==> src/rtl/riscv_pkg.sv <==
// Shared RV32 load/store definitions: funct3 codes, LSU FSM states and lane helpers
// used by the data-memory load/store unit.
package riscv_pkg;

   localparam logic [2:0] F3_LB  = 3'b000;
   localparam logic [2:0] F3_LH  = 3'b001;
   localparam logic [2:0] F3_LW  = 3'b010;
   localparam logic [2:0] F3_LBU = 3'b100;
   localparam logic [2:0] F3_LHU = 3'b101;
   localparam logic [2:0] F3_SB  = 3'b000;
   localparam logic [2:0] F3_SH  = 3'b001;
   localparam logic [2:0] F3_SW  = 3'b010;

   // Access size lives in funct3[1:0]; anything other than byte/half is a word.
   localparam logic [1:0] SZ_B = 2'b00;
   localparam logic [1:0] SZ_H = 2'b01;

   typedef enum logic [1:0] {
      ST_IDLE = 2'd0,
      ST_REQ  = 2'd1,
      ST_WAIT = 2'd2
   } lsu_state_e;

   typedef struct packed {
      logic        we;
      logic [2:0]  funct3;
      logic [1:0]  off;
      logic [3:0]  be;
      logic [31:0] wdata;
   } lsu_req_t;

   function automatic logic lsu_misaligned(input logic [1:0] sz, input logic [1:0] off);
      logic m;
      m = 1'b0;
      if (sz == SZ_H && off[0])
         m = 1'b1;
      else if (sz[1] && off != 2'b00)
         m = 1'b1;
      return m;
   endfunction

   function automatic logic [3:0] lsu_be(input logic we, input logic [1:0] sz,
                                         input logic [1:0] off);
      logic [3:0] be;
      be = 4'b1111;
      if (we) begin
         case (sz)
            SZ_B:    be = 4'b0001 << off;
            SZ_H:    be = 4'b0011 << off;
            default: be = 4'b1111;
         endcase
      end
      return be;
   endfunction

   function automatic logic [31:0] lsu_wdata(input logic [1:0] sz, input logic [31:0] d);
      logic [31:0] w;
      case (sz)
         SZ_B:    w = {4{d[7:0]}};
         SZ_H:    w = {2{d[15:0]}};
         default: w = d;
      endcase
      return w;
   endfunction

endpackage

==> src/rtl/lsu_load_align.sv <==
// Combinational load-data lane select and sign/zero extension.
module lsu_load_align
   import riscv_pkg::*;
(
   input  logic [2:0]  funct3_i,
   input  logic [1:0]  off_i,
   input  logic [31:0] rdata_i,
   output logic [31:0] data_o
);

   logic [31:0] shifted;
   logic        sext;

   assign shifted = rdata_i >> {off_i, 3'b000};
   // funct3[2] marks the unsigned variants (LBU/LHU).
   assign sext    = ~funct3_i[2];

   always_comb begin
      data_o = shifted;
      case (funct3_i[1:0])
         SZ_B:    data_o = {{24{shifted[7] & sext}}, shifted[7:0]};
         SZ_H:    data_o = {{16{shifted[15] & sext}}, shifted[15:0]};
         default: data_o = shifted;
      endcase
   end

endmodule

==> src/rtl/mem_lsu.sv <==
// MEM-stage load/store unit: registers one access, runs a req/gnt/rvalid handshake
// with data memory, aligns load data and times out a silent bus.
module mem_lsu
   import riscv_pkg::*;
#(
   parameter int AW      = 32,
   parameter int TIMEOUT = 15
) (
   input  logic          clk,
   input  logic          rst_n,
   input  logic          mem_valid_i,
   input  logic          mem_we_i,
   input  logic [2:0]    funct3_i,
   input  logic [AW-1:0] addr_i,
   input  logic [31:0]   rd2_data_i,
   input  logic [31:0]   fwd_data_i,
   input  logic          fwd_sel_i,
   output logic          stall_o,
   output logic          dmem_req_o,
   output logic          dmem_we_o,
   output logic [AW-1:0] dmem_addr_o,
   output logic [3:0]    dmem_be_o,
   output logic [31:0]   dmem_wdata_o,
   input  logic          dmem_gnt_i,
   input  logic          dmem_rvalid_i,
   input  logic [31:0]   dmem_rdata_i,
   output logic [31:0]   load_data_o,
   output logic          done_o,
   output logic          misalign_o,
   output logic          bus_err_o
);

   localparam logic [7:0] TO_LAST = 8'(TIMEOUT - 1);

   lsu_state_e      state_q, state_d;
   logic [7:0]      cnt_q, cnt_d;
   lsu_req_t        req_q, req_d;
   logic [AW-1:2]   waddr_q, waddr_d;
   logic [31:0]     load_q, load_d;
   logic            done_q, done_d;
   logic            err_q, err_d;
   logic            mis_q, mis_d;
   logic            accept;
   logic            idle_rdy;
   logic            misal;
   logic [31:0]     st_data;
   logic [31:0]     ld_aligned;

   lsu_load_align u_align (
      .funct3_i (req_q.funct3),
      .off_i    (req_q.off),
      .rdata_i  (dmem_rdata_i),
      .data_o   (ld_aligned)
   );

   // The just-finished instruction is still in MEM during its done/err cycle.
   assign idle_rdy = ~done_q & ~err_q;
   assign misal    = lsu_misaligned(funct3_i[1:0], addr_i[1:0]);
   assign st_data  = fwd_sel_i ? fwd_data_i : rd2_data_i;

   always_comb begin
      state_d = state_q;
      cnt_d   = cnt_q;
      req_d   = req_q;
      waddr_d = waddr_q;
      load_d  = load_q;
      done_d  = 1'b0;
      err_d   = 1'b0;
      mis_d   = 1'b0;
      accept  = 1'b0;
      case (state_q)
         ST_IDLE: begin
            if (mem_valid_i && idle_rdy) begin
               if (misal) begin
                  mis_d = 1'b1;
               end else begin
                  accept       = 1'b1;
                  req_d.we     = mem_we_i;
                  req_d.funct3 = funct3_i;
                  req_d.off    = addr_i[1:0];
                  req_d.be     = lsu_be(mem_we_i, funct3_i[1:0], addr_i[1:0]);
                  req_d.wdata  = lsu_wdata(funct3_i[1:0], st_data);
                  waddr_d      = addr_i[AW-1:2];
                  state_d      = ST_REQ;
               end
            end
         end
         ST_REQ: begin
            // An rvalid coincident with gnt belongs to nobody; only WAIT honours it.
            if (dmem_gnt_i) begin
               cnt_d   = 8'd0;
               state_d = ST_WAIT;
            end
         end
         ST_WAIT: begin
            if (dmem_rvalid_i) begin
               done_d  = 1'b1;
               state_d = ST_IDLE;
               if (!req_q.we)
                  load_d = ld_aligned;
            end else if (cnt_q == TO_LAST) begin
               err_d   = 1'b1;
               state_d = ST_IDLE;
            end else begin
               cnt_d = cnt_q + 8'd1;
            end
         end
         default: state_d = ST_IDLE;
      endcase
   end

   always_ff @(posedge clk or negedge rst_n) begin
      if (!rst_n) begin
         state_q <= ST_IDLE;
         cnt_q   <= '0;
         req_q   <= '0;
         waddr_q <= '0;
         load_q  <= '0;
         done_q  <= 1'b0;
         err_q   <= 1'b0;
         mis_q   <= 1'b0;
      end else begin
         state_q <= state_d;
         cnt_q   <= cnt_d;
         req_q   <= req_d;
         waddr_q <= waddr_d;
         load_q  <= load_d;
         done_q  <= done_d;
         err_q   <= err_d;
         mis_q   <= mis_d;
      end
   end

   // Stall already in the accepting cycle so the instruction stays in MEM.
   assign stall_o      = (state_q != ST_IDLE) | accept;
   assign dmem_req_o   = (state_q == ST_REQ);
   assign dmem_we_o    = req_q.we;
   assign dmem_addr_o  = {waddr_q, 2'b00};
   assign dmem_be_o    = req_q.be;
   assign dmem_wdata_o = req_q.wdata;
   assign load_data_o  = load_q;
   assign done_o       = done_q;
   assign misalign_o   = mis_q;
   assign bus_err_o    = err_q;

endmodule

==> config.mk <==
export PLATFORM = sky130hd
export DESIGN_NAME = mem_lsu
export DESIGN_NICKNAME = d
export VERILOG_FILES = /design/src/rtl/riscv_pkg.sv /design/src/rtl/lsu_load_align.sv /design/src/rtl/mem_lsu.sv
export SDC_FILE = /design/constraint.sdc
export NUM_CORES = 1
export LEC_CHECK = 0
export ABC_AREA = 1
export CAP_MARGIN = 20
export CELL_PAD_IN_SITES_DETAIL_PLACEMENT = 1
export CELL_PAD_IN_SITES_GLOBAL_PLACEMENT = 1
export CORE_MARGIN = 3
export CORE_UTILIZATION = 30
export DETAILED_ROUTE_END_ITERATION = 7
export GPL_TIMING_DRIVEN = 0
export PLACE_DENSITY_LB_ADDON = 0.1
export SYNTH_ARGS = -nofsm -noshare
export SYNTH_HDL_FRONTEND = slang
export SYNTH_SLANG_ARGS = --single-unit
==> constraint.sdc <==
create_clock -name clk -period 1.95 [get_ports clk]
set_input_delay 0.39 -clock clk [delete_from_list [all_inputs] [get_ports clk]]
set_output_delay 0.39 -clock clk [all_outputs]
set_load 0.02 [all_outputs]
; ---- After elaboration in Yosys (flattened, before gate mapping)
; Cells that the tools add are included.
[totals]
reg_bits = 117
in_bits = 138
output_inout_bits = 106
word_cells = 77
[op_classes]
add_sub_neg = 1
n_eq_ne = 11
shift = 3
n_mux = 28
bitwise = 9
n_reduce_logical = 13
[ops]
columns = cell, n
row1 = $pmux W32 S2, 2
row2 = $mux W32, 1
row3 = $shr A32 B5 Y32, 1
row4 = $mux W8, 3
row5 = $pmux W8 S2, 1
row6 = $mux W1, 13
row7 = $mux W2, 5
row8 = $add A8 B1 Y8 const B, 1
row9 = $eq A8 B4 Y1 const B, 1
row10 = $ne A2 B2 Y1 const B, 4
row11 = $pmux W4 S2, 1
row12 = $reduce_and A4 Y1, 2
row13 = $eq A2 B1 Y1 const B, 3
row14 = $logic_not A2 Y1, 3
row15 = $pmux W2 S3, 1
row16 = $reduce_and A3 Y1, 2
row17 = $reduce_bool A2 Y1, 3
row18 = $not A1 Y1, 5
row19 = $mux W4, 1
row20 = $shl A1 B2 Y4 const A, 1
row21 = $shl A2 B2 Y4 const A, 1
row22 = $and A1 B1 Y1, 3
row23 = $logic_and A1 B1 Y1, 3
row24 = $ne A3 B3 Y1 const B, 1
row25 = other kinds (3), 3

; ---- Logic depth before layout (Yosys ltp)
[depth]
depth_word = 8
ltp_mapped = 10
ltp_nobuf = 8

; ---- By module
; Synthesis repeated with hierarchy kept, for this count alone.
[unflattened]
cells_unflattened = 987
area_unflattened_um2 = 6929.1
[modules_own_cells]
columns = mod, instances, cells_per_inst, area_each_um2, seq_area_each_um2
row1 = mem_lsu, 1, 813, 6025.8, 2927.8
row2 = lsu_load_align, 1, 174, 903.4, 0.0

; ---- Least setup slack after synthesis
; OpenSTA, ideal clock, no wires.
[synth_timing]
path_type = input to output
from = in addr_i[0]
to = out stall_o
arrival_ns = 1.241
required_ns = 1.560
slack_ns = 0.319
cell_stages = 5
n_path_buf = 0
path_cell_list = nor2_1 > nor2_1 > nor2_4 > inv_1 > o21ai_0
[synth_between]
elab_chain_len = 8
elab_cells_between_ends = 9
classes_between = 5 x mux / 1 x bitwise / 3 x reduce/logical
[synth_lines]
columns = item, line_no
row1 = from (decl), mem_lsu.sv:14  ; input logic [AW-1:0] addr_i,
row2 = $reduce_bool A2 Y1, riscv_pkg.sv:37  ; else if (sz[1] && off != 2'b00)
row3 = $logic_and A1 B1 Y1, riscv_pkg.sv:37
row4 = $mux W1, riscv_pkg.sv:37
row5 = $mux W1 *, riscv_pkg.sv:35  ; if (sz == SZ_H && off[0])
row6 = $mux W1 *, mem_lsu.sv:74  ; if (misal) begin
row7 = $mux W1 *, mem_lsu.sv:73  ; if (mem_valid_i && idle_rdy) begin
row8 = $mux W1 *, mem_lsu.sv:71  ; case (state_q)
row9 = $or A1 B1 Y1 *, mem_lsu.sv:135  ; assign stall_o = (state_q != ST_IDLE) | accept;
row10 = to (decl), mem_lsu.sv:18  ; output logic stall_o,
; Every way passes the cells marked *; elsewhere a longest branch is shown, timed or not.

; ---- Worst setup path in the final report
[layout_timing]
from = in funct3_i[0]
to = out stall_o
[layout_between]
elab_chain_len = 7
[layout_lines]
columns = item, line_no
row1 = from (decl), mem_lsu.sv:13  ; input logic [2:0] funct3_i,
row2 = $eq A2 B1 Y1, riscv_pkg.sv:35
row3 = $logic_and A1 B1 Y1, riscv_pkg.sv:35
row4 = $mux W1, riscv_pkg.sv:35
row5 = $mux W1, mem_lsu.sv:74
row6 = $mux W1, mem_lsu.sv:73
row7 = $mux W1, mem_lsu.sv:71
row8 = $or A1 B1 Y1, mem_lsu.sv:135
; Every way passes these cells.

==> flow_metrics.tcl <==
set metrics [dict create \
    instances_no_fill 1459 \
    worst_pin_slew_ns 0.593 \
    numClockSinks 117 \
    die_area_um2 23300 \
    die_w_um 153 \
    root_buffer "clkbuf_16" \
    htreeDepth 4 \
    final_antenna_net_count 0 \
    cp-end-kind "output pin" \
    grt_overflow 0 \
    synth_seq_area_share_pct 45.4 \
    core_um2 20700 \
    power.density_nw_per_um2 1540 \
    wl_met1_mm 11.0 \
    start_util_pct 31.1 \
    synthesis.area_um2 6440 \
    post-route-period-util_pct 99.1 \
    io_buffer_count 241 \
    io_pins 244 \
    grt_util_all_layers_pct 20.5 \
    post_drt_wl_per_cell_um 16.5 \
    dr.max_layer_used "met5" \
    period_minus_slack_ns 1.93 \
    netlist_instances 907 \
    cts.path.max_buffers 2 \
    numCtsBuffers 17 \
    setup_violations 0 \
    hp-start "addr_i[0]" \
    ys_seq_elements 117 \
    synth_cell_types 26 \
    start_kind "primary input" \
    grt_max_degree 60 \
    clock-skew-final_ns 0.0116 \
    maxSlewViolCount 0 \
    path_max_fanout 9 \
    drtPass1Iterations 4 \
    insertion_delay_ns 0.41 \
    drt_iter0_markers 176 \
    rsz0062_at_grt "true" \
    avgSynthCellArea_um2 7.10 \
    fin_util_pct 48.1 \
    grt_pass1_wl_mm 38.4 \
    vias_per_cell 4.66 \
    crit_required_ns 1.56 \
    dieHeight_um 153 \
    dpl.cell_count 1420 \
    antenna_found_initial 2 \
    hold_viol 0 \
    ir_worst_vdd_uv 653 \
    drc 0 \
    vias 6805 \
    critPathLaunch "funct3_i[0]" \
    critPathKind "in2out" \
    cts_tree "done" \
    status "complete, no violations" \
    final.setup.tns_ns 0 \
    clkSlewWorstSetupHoldPaths_ns 0.05 \
    grt_pass1_vias 7045 \
    final_nets 1316 \
    ys_warn_count 0 \
    syn_to_final_growth_pct 54.5 \
    rows 52 \
    max_cap_violations 0 \
    wl_met3_mm 1.61 \
    hold_class "in2reg" \
    critPathArrivalTime_ns 1.54 \
    relSlewSlack_pct 60.5 \
    wl_met2_mm 11.1 \
    p_leak_nw 4.97 \
    maxClockFrequency_ghz 0.517 \
    layout-drive-gt1-share_pct 12.2 \
    r2r_start "state_q[1]" \
    hpwl_mm 18.5 \
    diodes 0 \
    totalWireLength_mm 24.0 \
    gp_congestion 0.886 \
]
[logic make-up (layout without fill, tap and decap cells)]
family	count (synthesis)	in the layout	share of synthesized area [%]
xor gates and xnor gates	1	1	0.136
other	1	2	0.0582
adders and majority gates	2	2	0.388
buffers and inverters	134	415	10.9
AOI/OAI and AO/OA	86	86	7.26
DFF	117	117	45.4
and+or+nand+nor	566	566	35.9
[per-layer routing]
metal,vias to the layer above,track usage [%]
met3,22,6.13
met2,184,33.3
met1,3265,27.2
met4,4,4.96
met5,-,0
li1,3330,-
[per-stage QoR]
step           power (mW)  setup WS (ns)  hold WS [ns]  cell area (µm²)
3_5_place_dp         11.8         -0.835         0.420             9230
6_report             15.3         0.0176         0.387             9950
2_1_floorplan        8.34          0.319        0.0944             6450
4_1_cts              15.5        -0.0941         0.484             9900
3_3_place_gp         11.7          -4.55         0.461             9200
5_1_grt              16.4        -0.0968         0.406             9950
[worst max-delay path: stages]
cell and delay [ns]:
dlygate4sd2_1 0.48, nand2_2 0.16, nor2_2 0.18, nor2_4 0.07
inv_1 0.05, o21ai_0 0.05, buf_2 0.16
[where the power goes]
part	switching [mW]	internal (mW)
Clock	1.20	2.38
Sequential	0.618	3.53
Combinational	4.09	3.49
Total	5.91	9.40
[repair_timing]
action,CTS,global route
resized for setup,10,15
hold buffers,1,0
endpoints found under the setup margin,30,33
setup buffers,0,6
endpoints found under the hold margin,46,0
pin swaps,0,3
[Yosys cell counts (all sizes together)]
cell type / count / area [µm²]
nand2: 415 / 1570
dfrtp: 117 / 2930
nand3: 64 / 320
buf: 61 / 425
o21ai: 60 / 300
nor2: 56 / 230
inv: 52 / 195
or2: 25 / 156
clkbuf: 21 / 78.8
o211ai: 13 / 97.6
a21oi: 11 / 55.1
nor3: 3 / 15.0
ha: 2 / 25.0
nand4: 2 / 12.5
and2: 1 / 6.26
conb: 1 / 3.75
o21bai: 1 / 7.51
o31ai: 1 / 7.51
xor2: 1 / 8.76
[path summary, 6_finish.rpt]
path	end	slack, ns	cells after the start
min in group asynchronous	dmem_wdata_o[4]	0.51	2
setup reg to reg	load_data_o[14]	0.17	9
hold / removal	req_q[36]	0.39	3
max in group asynchronous	dmem_be_o[1]	0.72	3
setup / recovery	stall_o	0.02	7
hold reg to reg	dmem_wdata_o[16]	0.48	2
[sequential cells by signal (all words and copies together), names as in the netlist]
register      cells
req_q             5
cnt_q             8
dmem_wdata_o     32
dmem_be_o         4
done_o            1
waddr_q          30
state_q           2
misalign_o        1
load_data_o      32
dmem_we_o         1
bus_err_o         1
[cells in the final DEF, fill, tap and decap left out, types with 3 or more instances in the layout]
cell type | netlist | routed
nand3_1 | 64 | 64
clkinv_4 | 0 | 4
nor2_1 | 52 | 51
clkbuf_2 | 0 | 4
nand2_1 | 412 | 412
buf_2 | 16 | 18
clkbuf_1 | 21 | 18
a21oi_1 | 11 | 11
o21ai_0 | 60 | 60
o211ai_1 | 13 | 13
dlymetal6s2s_1 | 0 | 4
nor2_2 | 2 | 3
buf_6 | 2 | 3
dfrtp_1 | 117 | 117
bufinv_16 | 0 | 5
nor3_1 | 3 | 3
or2_2 | 25 | 25
clkbuf_16 | 0 | 17
buf_4 | 43 | 49
inv_1 | 47 | 46
clkbuf_8 | 0 | 3
inv_2 | 5 | 6
clkdlybuf4s50_1 | 0 | 232
[area by class of cell]
| type | count | area, µm² |
|---|---|---|
| timing repair buffer | 249 | 2490 |
| multi-input combinational | 657 | 2820 |
| sequential | 117 | 2930 |
| clock buffer | 21 | 470 |
| tap | 270 | 338 |
| inverter | 52 | 195 |
| fill | 2559 | 10700 |
| clock inverter | 11 | 198 |
| buffer | 82 | 509 |
Power figures use the tool's default switching activity.
